===== src/rtl/punc_control.sv =====
// PUnC LC3 control unit: fetch/decode/execute FSM driving the datapath enables and selects.
// Outputs are a Moore decode of the current state and the opcode in ir[15:12].
module punc_control (
    input  logic        clk,
    input  logic        rst,
    input  logic [15:0] ir,
    input  logic        n,
    input  logic        z,
    input  logic        p,
    output logic        mem_w_en,
    output logic [1:0]  mem_w_addr_sel,
    output logic        mem_w_data_sel,
    output logic [1:0]  mem_r_addr_sel,
    output logic        rf_w_en,
    output logic        rf_r0_addr_sel,
    output logic        rf_r1_addr_sel,
    output logic [1:0]  rf_w_data_sel,
    output logic        rf_w_addr_sel,
    output logic        ir_ld,
    output logic        pc_ld,
    output logic        pc_clr,
    output logic        pc_inc,
    output logic [1:0]  pc_ld_data_sel,
    output logic [2:0]  alu_sel,
    output logic        cond_ld,
    output logic        cond_ld_data_sel,
    output logic        ldi_reg_ld,
    output logic        halted,
    output logic [15:0] instr_count
);

    localparam logic [2:0] StFetch  = 3'd0;
    localparam logic [2:0] StDecode = 3'd1;
    localparam logic [2:0] StExec   = 3'd2;
    localparam logic [2:0] StExec2  = 3'd3;
    localparam logic [2:0] StHalt   = 3'd4;

    localparam logic [3:0] OpBr   = 4'b0000;
    localparam logic [3:0] OpAdd  = 4'b0001;
    localparam logic [3:0] OpLd   = 4'b0010;
    localparam logic [3:0] OpSt   = 4'b0011;
    localparam logic [3:0] OpJsr  = 4'b0100;
    localparam logic [3:0] OpAnd  = 4'b0101;
    localparam logic [3:0] OpLdr  = 4'b0110;
    localparam logic [3:0] OpStr  = 4'b0111;
    localparam logic [3:0] OpNot  = 4'b1001;
    localparam logic [3:0] OpLdi  = 4'b1010;
    localparam logic [3:0] OpSti  = 4'b1011;
    localparam logic [3:0] OpJmp  = 4'b1100;
    localparam logic [3:0] OpLea  = 4'b1110;
    localparam logic [3:0] OpTrap = 4'b1111;

    logic [2:0]  state_q, state_d;
    logic [15:0] count_q, count_d;
    logic [3:0]  op;
    logic        unused_ir;

    assign op          = ir[15:12];
    assign unused_ir   = ^{ir[8:6], ir[4:0]};
    assign instr_count = count_q;

    always_comb begin
        state_d = state_q;
        count_d = count_q;
        case (state_q)
            StFetch:  state_d = StDecode;
            StDecode: state_d = (op == OpTrap) ? StHalt : StExec;
            StExec: begin
                if (op == OpLdi || op == OpSti) begin
                    state_d = StExec2;
                end else begin
                    state_d = StFetch;
                    count_d = count_q + 16'd1;
                end
            end
            StExec2: begin
                state_d = StFetch;
                count_d = count_q + 16'd1;
            end
            StHalt:  state_d = StHalt;
            default: state_d = StFetch;
        endcase
    end

    always_ff @(posedge clk or negedge rst) begin
        if (!rst) begin
            state_q <= StFetch;
            count_q <= 16'd0;
        end else begin
            state_q <= state_d;
            count_q <= count_d;
        end
    end

    always_comb begin
        mem_w_en         = 1'b0;
        mem_w_addr_sel   = 2'd0;
        mem_w_data_sel   = 1'b0;
        mem_r_addr_sel   = 2'd0;
        rf_w_en          = 1'b0;
        rf_r0_addr_sel   = 1'b0;
        rf_r1_addr_sel   = 1'b0;
        rf_w_data_sel    = 2'd0;
        rf_w_addr_sel    = 1'b0;
        ir_ld            = 1'b0;
        pc_ld            = 1'b0;
        pc_clr           = 1'b0;
        pc_inc           = 1'b0;
        pc_ld_data_sel   = 2'd0;
        alu_sel          = 3'd0;
        cond_ld          = 1'b0;
        cond_ld_data_sel = 1'b0;
        ldi_reg_ld       = 1'b0;
        halted           = 1'b0;
        // Reset overrides the state decode so nothing is written while rst is low.
        if (!rst) begin
            pc_clr = 1'b1;
        end else begin
            case (state_q)
                StFetch: begin
                    ir_ld  = 1'b1;
                    pc_inc = 1'b1;
                end
                StExec: begin
                    case (op)
                        OpAdd, OpAnd, OpNot: begin
                            if (op == OpNot)      alu_sel = 3'd2;
                            else if (op == OpAdd) alu_sel = ir[5] ? 3'd1 : 3'd0;
                            else                  alu_sel = ir[5] ? 3'd4 : 3'd3;
                            rf_w_en = 1'b1;
                            cond_ld = 1'b1;
                        end
                        OpBr: pc_ld = (ir[11] & n) | (ir[10] & z) | (ir[9] & p);
                        OpJmp: begin
                            pc_ld          = 1'b1;
                            pc_ld_data_sel = 2'd1;
                        end
                        OpJsr: begin
                            rf_w_en        = 1'b1;
                            rf_w_data_sel  = 2'd2;
                            rf_w_addr_sel  = 1'b1;
                            pc_ld          = 1'b1;
                            pc_ld_data_sel = ir[11] ? 2'd2 : 2'd1;
                        end
                        OpLd, OpLdr: begin
                            mem_r_addr_sel   = (op == OpLd) ? 2'd1 : 2'd2;
                            rf_w_en          = 1'b1;
                            rf_w_data_sel    = 2'd1;
                            cond_ld          = 1'b1;
                            cond_ld_data_sel = 1'b1;
                        end
                        OpLea: begin
                            rf_w_en          = 1'b1;
                            rf_w_data_sel    = 2'd3;
                            cond_ld          = 1'b1;
                            cond_ld_data_sel = 1'b1;
                        end
                        OpSt, OpStr: begin
                            mem_w_en       = 1'b1;
                            mem_w_addr_sel = (op == OpSt) ? 2'd0 : 2'd1;
                            rf_r1_addr_sel = 1'b1;
                        end
                        OpLdi, OpSti: begin
                            mem_r_addr_sel = 2'd1;
                            ldi_reg_ld     = 1'b1;
                        end
                        default: ;
                    endcase
                end
                StExec2: begin
                    if (op == OpLdi) begin
                        mem_r_addr_sel   = 2'd3;
                        rf_w_en          = 1'b1;
                        rf_w_data_sel    = 2'd1;
                        cond_ld          = 1'b1;
                        cond_ld_data_sel = 1'b1;
                    end else begin
                        mem_w_en       = 1'b1;
                        mem_w_addr_sel = 2'd2;
                        rf_r1_addr_sel = 1'b1;
                    end
                end
                StHalt:  halted = 1'b1;
                default: ;
            endcase
        end
    end

endmodule


===== config.mk =====
export PLATFORM = sky130hd
export DESIGN_NAME = punc_control
export DESIGN_NICKNAME = d
export VERILOG_FILES = /design/src/rtl/punc_control.sv
export SDC_FILE = /design/constraint.sdc
export NUM_CORES = 1
export LEC_CHECK = 0
export ABC_AREA = 1
export CAP_MARGIN = 15
export CORE_MARGIN = 2
export CORE_UTILIZATION = 46
export DETAILED_ROUTE_END_ITERATION = 6
export GPL_TIMING_DRIVEN = 0
export HOLD_SLACK_MARGIN = 0.02
export PLACE_DENSITY = 0.92
export SYNTH_ARGS = -nofsm -noshare
export SYNTH_HDL_FRONTEND = slang
export SYNTH_SLANG_ARGS = --single-unit

===== constraint.sdc =====
create_clock -name clk -period 3.63 [get_ports clk]
set_input_delay 0.363 -clock clk [delete_from_list [all_inputs] [get_ports clk]]
set_output_delay 0.363 -clock clk [all_outputs]
set_load 0.02 [all_outputs]

Yosys cells after proc, flatten, opt, wreduce, memory -nomap -nowiden
Index checks and enable logic that the tools add are counted.
{"block": "op_classes", "addsub": 1, "n_mul": 0, "n_div": 0, "magnitude_cmp": 0, "eq_ne": 18, "shifts": 0, "n_mux": 58, "bitwise_logic": 5, "n_reduce_logical": 13}
{"op": "$pmux W16 S2", "count": 1}
{"op": "$mux W1", "count": 27}
{"op": "$eq A4 B4 Y1 const B", "count": 6}
{"op": "$mux W3", "count": 7}
{"op": "$mux W2", "count": 10}
{"op": "$pmux W2 S2", "count": 5}
{"op": "$add A16 B1 Y16 const B", "count": 1}
{"op": "$eq A4 B3 Y1 const B", "count": 4}
{"op": "$mux W16", "count": 1}
{"op": "$pmux W3 S4", "count": 1}
{"op": "$pmux W1 S2", "count": 5}
{"op": "$eq A4 B2 Y1 const B", "count": 2}
{"op": "$reduce_or A2 Y1", "count": 4}
{"op": "$reduce_or A7 Y1", "count": 1}
{"op": "$eq A3 B2 Y1 const B", "count": 2}
{"op": "$pmux W2 S3", "count": 1}
{"op": "$reduce_or A3 Y1", "count": 2}
{"op": "$reduce_or A6 Y1", "count": 1}
{"op": "$eq A4 B1 Y1 const B", "count": 1}
{"op": "$logic_not A4 Y1", "count": 1}
{"op": "$and A1 B1 Y1", "count": 3}
{"op": "$eq A3 B1 Y1 const B", "count": 1}
{"op": "$eq A3 B3 Y1 const B", "count": 1}
{"op": "$logic_not A3 Y1", "count": 1}
{"op": "5 further kinds", "count": 6}
{"block": "word_totals", "register_bits": 19, "latch_bits": 0, "ram_bits": 0, "romBits": 0, "input_bits": 21, "output_inout_bits": 41, "mem_count": 0}

Longest topological paths before layout
Gate-level depths: netlist of run 1.
{"block": "depth", "ltp_word": 6, "depth_mapped": 9}

Worst setup path before layout of run 1
No wires, ideal clock.
{"block": "synth_path", "kind": "reg2out", "startpoint": "reg state_q[2]", "endpoint": "out rf_r1_addr_sel", "arrival_ns": 1.534, "slack_ns": 1.733, "stages_incl_launch_ff": 7, "path_buffers": 1, "cell_sequence": "dfrtp_1 inv_2 nand3_1 inv_1 o21ai_0 o21ai_0 buf_4"}
{"block": "synth_via", "elab_chain_cells": 3}
{"element": "from (decl)", "line_no": "53", "rtl": "logic [2:0] state_q, state_d;"}
{"element": "from (signal assigned)", "line_no": "87", "rtl": "state_q <= StFetch;"}
{"element": "from (signal assigned)", "line_no": "90", "rtl": "state_q <= state_d;"}
{"element": "$eq A3 B2 Y1"}
{"element": "$pmux W1 S2 *"}
{"element": "$mux W1 *"}
{"element": "to (decl)", "line_no": "16", "rtl": "output logic rf_r1_addr_sel,"}
Mark *: on every way between the ends. The rest lies on a longest branch, timed or not.

Worst setup path after layout of run 1
{"block": "layout_path", "startpoint": "in rst", "endpoint": "out mem_r_addr_sel[1]"}
{"block": "layout_via", "elab_chain_cells": 1}
{"element": "from (decl)", "line_no": "5", "rtl": "input logic rst,"}
{"element": "$mux W2", "line_no": "116", "rtl": "if (!rst) begin"}
{"element": "to (decl)", "line_no": "13", "rtl": "output logic [1:0] mem_r_addr_sel,"}
Every way passes these cells.

==> flow_summary_export.csv, run 1 <==
group,metric,value,unit
synth,synth_mux_area_share,0,%
synth,synth_cells,219,
route,drt_wl_total,3.633,mm
setup_path,crit_required,3270,ps
route,drtIter0Drc,119,
synth,synth_top_family_by_area,"simple AND/OR/NAND/NOR gates",
route,detail-route-antenna-nets,0,
setup_path,cp_max_fo,21,
clock_network,cts_tree,"yes",
setup_path,critPathArrivalTime,2700,ps
synth,synth_ff_type,"dfrtp_1",
synth,ys_warn_count,0,
sta,rsz0062_at_grt,"no",
floorplan,start_util,48.11,%
setup_path,startpoint_type,"input pin",
floorplan,io_pins,62,
synth,synth_xor_area_share,3.578,%
power_and_ir_drop,power.density,434.1,nW/um^2
route,drc,0,
clock_network,htree_levels,1,
synth,synthDistinctLibCells,27,
global_routing,grt_usage,21.10,%
hold_path,hold_class,"in -> async",
synth,syn_area_per_cell,6.707,um^2
global_routing,antenna_found_initial,0,
synth,ys_seq_area_share,32.37,%
global_routing,grt_pass1_wl,5.913,mm
placed_design,finalWeightedCongestion,0.8559,
sta,fin_crit_sh,84.42,%
final_layout,n_antenna_cell,0,
global_routing,grt_max_degree,22,
route,dr.pass1.iters,6,
power_and_ir_drop,p_sw_share,44.33,%
power_and_ir_drop,finalPower,0.8973,mW
clock_network,clkSinkCount,19,
synth,synth_compound_area_share,9.540,%
final_layout,fin_nets,300,
sta,slew_viol_final,0,
sta,clock_skew,6.013,ps
setup_path,endpoint_kind,"output pin",
sta,tns,0,ps
setup_path,r2r_setup_slack,2240,ps
sta,setup_violations,0,
placed_design,hpwl,2.841,mm
floorplan,die_y,60.51,um
power_and_ir_drop,power.leakage,0.9235,nW
final_layout,num-fill-cells,251,
placed_design,port_buffers,51,
clock_network,clockBufferDepth,2,
floorplan,num_rows,20,
floorplan,core_region_area,3053,um^2
run,drv_cap,0,
synth,synth-seq-cells,19,
synth,synthSimpleGateAreaFrac,39.78,%
floorplan,die_w,60.51,um
final_layout,area.growth.synth_to_final,40.72,%
outcome,status,"complete, no violations",
clock_network,cts_made_buffers,3,
floorplan,die-area,3661,um^2
sta,fmax,326.3,MHz
synth,synth_edf_count,0,
power_and_ir_drop,pwr-share-comb,54.2,%
setup_path,reg2reg_from,"instr_count[0]$_DFFE_PN0P_",
setup_path,worstRegToRegCells,6,
route,wl_per_cell,11.39,um
clock_network,clk_pin_slew,110,ps
sta,worst_slew_pin_slew,895.2,ps
route,vias_per_cell,4.981,
sta,fin_crit,3064,ps
global_routing,gr-total-overflow,0,
synth,synth-async-reset-ratio,100.0,%
global_routing,first_global_vias,1472,
clock_network,root_buffer,"clkbuf_4",
power_and_ir_drop,p_int,0.4996,mW
setup_path,crit_type,"in -> out",
sta,slew_headroom,40.22,%
power_and_ir_drop,clkPwrFrac,12.2,%
final_layout,layout-drive-gt1-share,9.455,%
synth,netlist_area,1469,um^2
route,dr_total_vias,1589,
setup_path,r2r_end,"instr_count[12]$_DFFE_PN0P_",
synth,synth_fa_ha_area_share,2.555,%
sta,hold_violations,0,
clock_network,clk_latency,300,ps
power_and_ir_drop,p_switching,0.3978,mW
power_and_ir_drop,ir_drop,266.4,uV
power_and_ir_drop,power_frac_seq,33.6,%
==> synthesized netlist by cell type, types with 3 or more instances <==
cell,count,share of area (%)
nand2_1,67,17
inv_1,29,7.4
nor2_1,24,6.1
dfrtp_1,19,32
nand3_1,14,4.8
o21ai_0,10,3.4
nand4_1,9,3.8
nor3_1,5,1.7
o21ai_2,5,3.0
buf_4,4,2.0
ha_1,3,2.6
inv_2,3,0.77
nor2_2,3,1.3
xnor2_1,3,1.8
xor2_1,3,1.8
==> per-stage QoR <==
stage          hold slack, ps  cells  setup slack, ps  area [um^2]  utilization (%)
5_1_grt                 241.9    319            292.3         2067            67.70
3_3_place_gp            486.3    315            170.9         2038            66.76
3_5_place_dp            507.3    315            151.3         2038            66.76
2_1_floorplan           67.41    220             1733         1473                -
4_1_cts                 536.7    319            152.8         2064            67.62
6_report                162.2    319            565.5         2067            67.70
==> per-layer routing <==
metal	vias to the layer above	share of wire (%)	track usage, %	routed length (um)
li1	805	-	-	-
met1	709	41	22.89	1478
met2	64	48	36.65	1748
met3	11	9.5	7.463	346
met4	0	1.7	10.25	61
met5	-	0	0	0
==> worst max-delay path by stage <==
stage,slack [ps],end,depth (start not counted),startpoint
after floorplan,1730,rf_r1_addr_sel,6,state_q[2]$_DFF_PN0_
after global placement,170,rf_w_data_sel[0],6,rst
after detailed placement,150,mem_r_addr_sel[1],6,rst
after CTS,150,mem_r_addr_sel[1],6,rst
after global routing,290,mem_r_addr_sel[1],6,rst
final,570,mem_r_addr_sel[1],6,rst
==> area by class of cell <==
cell class | count | area [um^2] | area share, %
multi-input combinational | 163 | 822.0 | 39.77
timing repair buffer | 51 | 513.0 | 24.82
sequential | 19 | 475.5 | 23.00
inverter | 32 | 120.1 | 5.811
buffer | 6 | 55.05 | 2.663
tap | 44 | 55.05 | 2.663
clock buffer | 4 | 26.28 | 1.271
==> power by group through the flow <==
stage | logic [mW] | clock network (mW) | registers [mW]
final | 0.486 | 0.110 | 0.301
after global routing | 0.530 | 0.121 | 0.307
after floorplan | 0.289 | 0 | 0.328
after global placement | 0.476 | 0 | 0.301
after CTS | 0.490 | 0.111 | 0.301
after detailed placement | 0.488 | 0 | 0.305
==> kinds of logic (layout without fill, tap and decap cells) <==
| logic type | after synthesis | after routing |
|---|---|---|
| compound gates | 22 | 22 |
| xor+xnor | 6 | 6 |
| fa+ha+maj | 3 | 3 |
| buf+inv | 38 | 93 |
| flops | 19 | 19 |
| other cells | 1 | 2 |
| simple gates | 130 | 130 |
==> timing repair <==
action | CTS | global route
hold buffers | 0 | 0
setup endpoints to repair | 0 | 12
endpoints found under the hold margin | 0 | 0
resized for setup | 0 | 1
buffers inserted | 0 | 0
==> layout by cell type, fill, tap and decap left out, drive strengths merged <==
| cell type | n |
|---|---|
| nand2 | 71 |
| clkdlybuf4s50 | 50 |
| inv | 32 |
| nor2 | 29 |
| dfrtp | 19 |
| o21ai | 15 |
| nand3 | 14 |
| nand4 | 9 |
| nor3 | 5 |
| buf | 5 |
| clkbuf | 5 |
| xor2 | 3 |
| xnor2 | 3 |
| ha | 3 |
| o211ai | 2 |
| a21oi | 2 |
| nand3b | 2 |
| conb | 2 |
| o22ai | 1 |
| o32ai | 1 |
| a31oi | 1 |
| dlymetal6s2s | 1 |
==> state kept, by name, summed over array words and instances (netlist names) <==
| register | flops |
|---|---|
| state_q | 3 |
| instr_count | 16 |
==> worst max-delay path, stage by stage <==
cell and delay (ps):
dlymetal6s2s_1 670, inv_1 280, nor2_2 330, nand2_1 170, o21ai_0 210, clkdlybuf4s50_1 670
(Power assumes the default switching activity.)
==> inputs of run 2 (changes only) <==
--- a/config.mk
+++ b/config.mk
@@ -8,11 +8,11 @@
 export ABC_AREA = 1
 export CAP_MARGIN = 15
 export CORE_MARGIN = 2
-export CORE_UTILIZATION = 46
+export CORE_UTILIZATION = 39
 export DETAILED_ROUTE_END_ITERATION = 6
 export GPL_TIMING_DRIVEN = 0
 export HOLD_SLACK_MARGIN = 0.02
-export PLACE_DENSITY = 0.92
+export PLACE_DENSITY = 0.83
 export SYNTH_ARGS = -nofsm -noshare
 export SYNTH_HDL_FRONTEND = slang
 export SYNTH_SLANG_ARGS = --single-unit
==> constraint.sdc (replaced) <==
create_clock -name clk -period 2.5 [get_ports clk]
set_input_delay 0.25 -clock clk [delete_from_list [all_inputs] [get_ports clk]]
set_output_delay 0.25 -clock clk [all_outputs]
set_load 0.02 [all_outputs]
==> run 2 against run 1 <==
Compared with the run above:
- worst hold slack better by 290 ps
- first-iteration DRC count shrank 39%
- via count up 1.5%
- sequential cell count unchanged
- largest power group unchanged
==> flow_summary_export.csv, run 2 (synthesis gave the netlist of run 1 again) <==
group,metric,value,unit
outcome,status,"complete, no violations",
placed_design,hpwl,2.852,mm
global_routing,grt_pass1_wl,6.444,mm
power_and_ir_drop,power.leakage,0.9783,nW
floorplan,core_region_area,3633,um^2
sta,slew_headroom,39.66,%
final_layout,area.growth.synth_to_final,44.55,%
floorplan,num_rows,22,
placed_design,finalWeightedCongestion,0.8424,
floorplan,start_util,40.43,%
clock_network,root_buffer,"clkbuf_8",
route,drc,0,
setup_path,critPathArrivalTime,2110,ps
clock_network,htree_levels,1,
setup_path,startpoint_type,"input pin",
clock_network,cts_tree,"yes",
final_layout,layout_common_cells,"67 x nand2_1, 46 x clkdlybuf4s50_1, 29 x inv_1",
final_layout,n_antenna_cell,0,
clock_network,clk_pin_slew,70,ps
sta,fin_crit,2365,ps
sta,fin_crit_sh,94.60,%
power_and_ir_drop,finalPower,1.381,mW
placed_design,placedInstanceArea,2043,um^2
sta,clock_skew,4.046,ps
setup_path,crit_type,"in -> out",
sta,hold_violations,0,
sta,setup_violations,0,
setup_path,endpoint_kind,"output pin",
global_routing,grt_usage,19.09,%
global_routing,grt_max_degree,20,
power_and_ir_drop,power.density,650.4,nW/um^2
route,wl_per_cell,11.87,um
sta,rsz0062_at_grt,"no",
global_routing,antenna_found_initial,0,
final_layout,layout-drive-gt1-share,10.83,%
hold_path,hold_class,"in -> reg",
floorplan,die-area,4273,um^2
setup_path,crit_required,2250,ps
floorplan,die_w,65.37,um
sta,slew_viol_final,0,
route,drtIter0Drc,73,
global_routing,gr-total-overflow,0,
hold_path,hold_depth,3,
route,dr.pass1.iters,4,
route,dr_total_vias,1613,
sta,fmax,422.8,MHz
final_layout,finalInstanceArea,2123,um^2
clock_network,clk_latency,260,ps
floorplan,io_pins,62,
final_layout,layout_commonest_cell,"nand2_1",
clock_network,clockBufferDepth,2,
global_routing,first_global_vias,1546,
route,drt_wl_total,3.859,mm
setup_path,cp_max_fo,4,
placed_design,port_buffers,51,
route,vias_per_cell,4.963,
run,drv_cap,0,
clock_network,clkSinkCount,19,
floorplan,die_y,65.37,um
route,detail-route-antenna-nets,0,
final_layout,fin_nets,302,
power_and_ir_drop,ir_drop,293.0,uV
setup_path,worstRegToRegCells,7,
clock_network,cts_made_buffers,3,
final_layout,largest_reg_flops,16,
sta,worst_slew_pin_slew,902.2,ps
[run 2: changes by cell type in the layout (fill, tap and decap cells not counted), sizes merged]
cell and change:
dlygate4sd3 +1, buf +2, dlymetal6s2s +3, clkdlybuf4s50 -4
[run 2: what timing repair did]
item | CTS | global route
hold endpoints to repair | 19 | 0
gates resized for setup | 6 | 7
hold buffers | 1 | 0
setup buffers | 0 | 1
endpoints found under the setup margin | 23 | 12
pin swaps | 0 | 1
[run 2: path summary, 6_finish.rpt]
path / to / slack [ps] / start
min in group asynchronous: instr_count[7]$_DFFE_PN0P_ / 710 / rst
max reg2reg: instr_count[15]$_DFFE_PN0P_ / 1080 / instr_count[2]$_DFFE_PN0P_
min reg2reg: instr_count[15]$_DFFE_PN0P_ / 500 / instr_count[15]$_DFFE_PN0P_
max in group asynchronous: instr_count[0]$_DFFE_PN0P_ / 1230 / rst
max: alu_sel[0] / 140 / ir[12]
min: state_q[1]$_DFF_PN0_ / 450 / ir[13]
[run 2: metal layers]
layer	vias to the layer above	share of wire (%)	GRT usage, %
li1	806	-	-
met1	745	42	22.13
met2	57	49	34.44
met3	5	6.9	4.110
met4	0	1.3	6.771
met5	-	0	0
[run 2: power breakdown]
group          leakage, nW  total [mW]  switching (mW)  internal (mW)
combinational        0.700       0.723           0.417          0.306
clock               0.0228       0.220           0.106          0.114
sequential           0.256       0.438          0.0723          0.366
[run 2: through the flow]
stage               utilization (%)  hold slack, ps  setup TNS [ps]  setup slack, ps  cells
detailed placement            56.23           487.3          -14900           -817.2    319
global placement              56.23           490.6          -13050           -732.7    319
global route                  58.44           478.3               0            23.68    325
floorplan                         -          -45.59               0            716.3    220
CTS                           57.61           508.9               0            15.11    324
finish                        58.44           448.6               0            135.0    325
[run 2: area by class of cell]
cell class | instances | area (um^2)
inverter | 32 | 120.1
sequential | 19 | 475.5
fill | 341 | 1510
multi-input combinational | 163 | 834.6
buffer | 6 | 55.05
clock buffer | 4 | 45.04
tap | 48 | 60.06
timing repair buffer | 53 | 533.0
[run 2: critical path, stage by stage]
cell and delay (ps):
clkdlybuf4s50_1 520, inv_1 100, nor2_2 150, nand2_1 100, ha_1 280, nor2_1 100, clkdlybuf4s50_1 610
==> inputs of run 3 (changes only) <==
--- a/config.mk
+++ b/config.mk
@@ -12,7 +12,7 @@
 export DETAILED_ROUTE_END_ITERATION = 6
 export GPL_TIMING_DRIVEN = 0
 export HOLD_SLACK_MARGIN = 0.02
-export PLACE_DENSITY = 0.83
+export PLACE_DENSITY_LB_ADDON = 0.2
 export SYNTH_ARGS = -nofsm -noshare
 export SYNTH_HDL_FRONTEND = slang
 export SYNTH_SLANG_ARGS = --single-unit
==> run 3 against run 2 <==
Compared with the run above:
- clock skew is 1.3 ps lower
- worst hold slack better by 13 ps
- first-iteration DRC count up 74%
- clock power is 3% lower
- setup slack improved by 28 ps
- fmax is 1.2% higher
==> flow_summary_export.csv, run 3 (synthesis gave the netlist of run 1 again) <==
group,metric,value,unit
setup_path,cp_max_fo,7,
clock_network,root_buffer,"clkbuf_8",
global_routing,grt_pass1_wl,6.113,mm
setup_path,crit_path_cell_trace,"inv_1 -> nand3_1 -> nor2_4 -> nand2_1 -> o21ai_0 -> clkdlybuf4s50_1",
floorplan,core_region_area,3633,um^2
sta,setup_violations,0,
clock_network,clockBufferDepth,2,
final_layout,area.growth.synth_to_final,43.78,%
sta,worst_slew_pin_slew,867.6,ps
placed_design,dp_cells,319,
setup_path,crit_family,"buffers and inverters",
setup_path,endpoint_kind,"output pin",
final_layout,num-fill-cells,359,
setup_path,crit_type,"reg -> out",
setup_path,max_stage_delay,640,ps
sta,fin_crit,2337,ps
route,drt_wl_total,3.609,mm
final_layout,final_util,58.13,%
global_routing,first_global_vias,1416,
placed_design,port_buffers,51,
sta,hold_violations,0,
power_and_ir_drop,power.leakage,0.9755,nW
setup_path,worstRegToRegCells,7,
setup_path,critical-path-slowest-cell,"clkdlybuf4s50_1",
hold_path,hold_depth,3,
setup_path,critPathBufInv,2,
final_layout,n_antenna_cell,0,
floorplan,io_pins,62,
hold_path,hold_class,"in -> reg",
setup_path,startpoint_type,"flop",
global_routing,grt_usage,18.19,%
setup_path,crit_cells,6,
floorplan,die-area,4273,um^2
sta,tns,0,ps
final_layout,layout_common_cells,"67 x nand2_1, 46 x clkdlybuf4s50_1, 29 x inv_1",
sta,slew_headroom,41.97,%
run,drv_cap,0,
setup_path,crit_required,2250,ps
clock_network,clkSinkCount,19,
final_layout,fin_nets,301,
route,drtIter0Drc,127,
sta,fin_crit_sh,93.50,%
clock_network,cts_made_buffers,3,
clock_network,htree_levels,1,
route,wl_per_cell,11.14,um
placed_design,place_ws,-800.0,ps
global_routing,gr-total-overflow,0,
floorplan,die_y,65.37,um
final_layout,finalInstanceArea,2112,um^2
global_routing,grt_max_degree,20,
route,dr.pass1.iters,4,
power_and_ir_drop,power.density,644.9,nW/um^2
sta,rsz0062_at_grt,"no",
sta,setup_ws,162.5,ps
clock_network,cts_tree,"yes",
power_and_ir_drop,ir_drop,278.0,uV
sta,fmax,427.8,MHz
clock_network,clk_pin_slew,70,ps
floorplan,die_w,65.37,um
floorplan,start_util,40.43,%
sta,slew_viol_final,0,
global_routing,antenna_found_initial,0,
power_and_ir_drop,finalPower,1.362,mW
route,vias_per_cell,4.833,
route,detail-route-antenna-nets,0,
floorplan,num_rows,22,
final_layout,layout-drive-gt1-share,10.51,%
final_layout,largest_reg_flops,16,
sta,whs,461.2,ps
clock_network,clk_latency,250,ps
final_layout,stdcell_count,324,
placed_design,placedInstanceArea,2043,um^2
route,dr_total_vias,1566,
route,drc,0,
placed_design,hpwl,2.835,mm
placed_design,finalWeightedCongestion,0.9720,
outcome,status,"complete, no violations",
final_layout,layout_commonest_cell,"nand2_1",
setup_path,critPathArrivalTime,2090,ps
sta,clock_skew,2.766,ps
run 3: per-layer routing:
metal | GRT usage (%) | routed length (um)
met4 | 6.510 | 48
met1 | 23.40 | 1706
met3 | 3.596 | 192
met2 | 30.23 | 1661
met5 | 0 | 0
run 3: what timing repair did:
item | in CTS | in global routing
buffers inserted | 0 | 0
resized for setup | 5 | 6
setup endpoints to repair | 23 | 11
hold buffers | 1 | 0
endpoints found under the hold margin | 19 | 0
run 3: path summary, 6_finish.rpt:
kind	start	to	slack, ps
min in group asynchronous	rst	instr_count[3]$_DFFE_PN0P_	710
max in group asynchronous	rst	instr_count[5]$_DFFE_PN0P_	1260
hold / removal	ir[13]	state_q[0]$_DFF_PN0_	460
setup reg to reg	instr_count[2]$_DFFE_PN0P_	instr_count[15]$_DFFE_PN0P_	1070
setup / recovery	state_q[0]$_DFF_PN0_	rf_w_data_sel[0]	160
hold reg to reg	instr_count[15]$_DFFE_PN0P_	instr_count[15]$_DFFE_PN0P_	510
run 3: final cells by class:
cell class	count	area [um^2]	share of cell area, %
Buffer	6	55.05	2.607
Clock buffer	3	41.29	1.955
Clock inverter	1	5.005	0.2370
Inverter	32	120.1	5.687
Multi-Input combinational cell	163	829.5	39.28
Sequential cell	19	475.5	22.51
Tap cell	48	60.06	2.844
Timing Repair Buffer	52	525.5	24.88
run 3: where the power goes:
group / leakage [nW] / switching, mW / total, mW / internal [mW]
combinational: 0.694 / 0.412 / 0.711 / 0.300
clock: 0.0255 / 0.104 / 0.214 / 0.111
sequential: 0.256 / 0.0705 / 0.436 / 0.366
run 3: tightest hold or removal path, cell delays in order:
cell and delay (ps):
dlymetal6s2s_1 220, nand2_4 130, o21ai_0 70
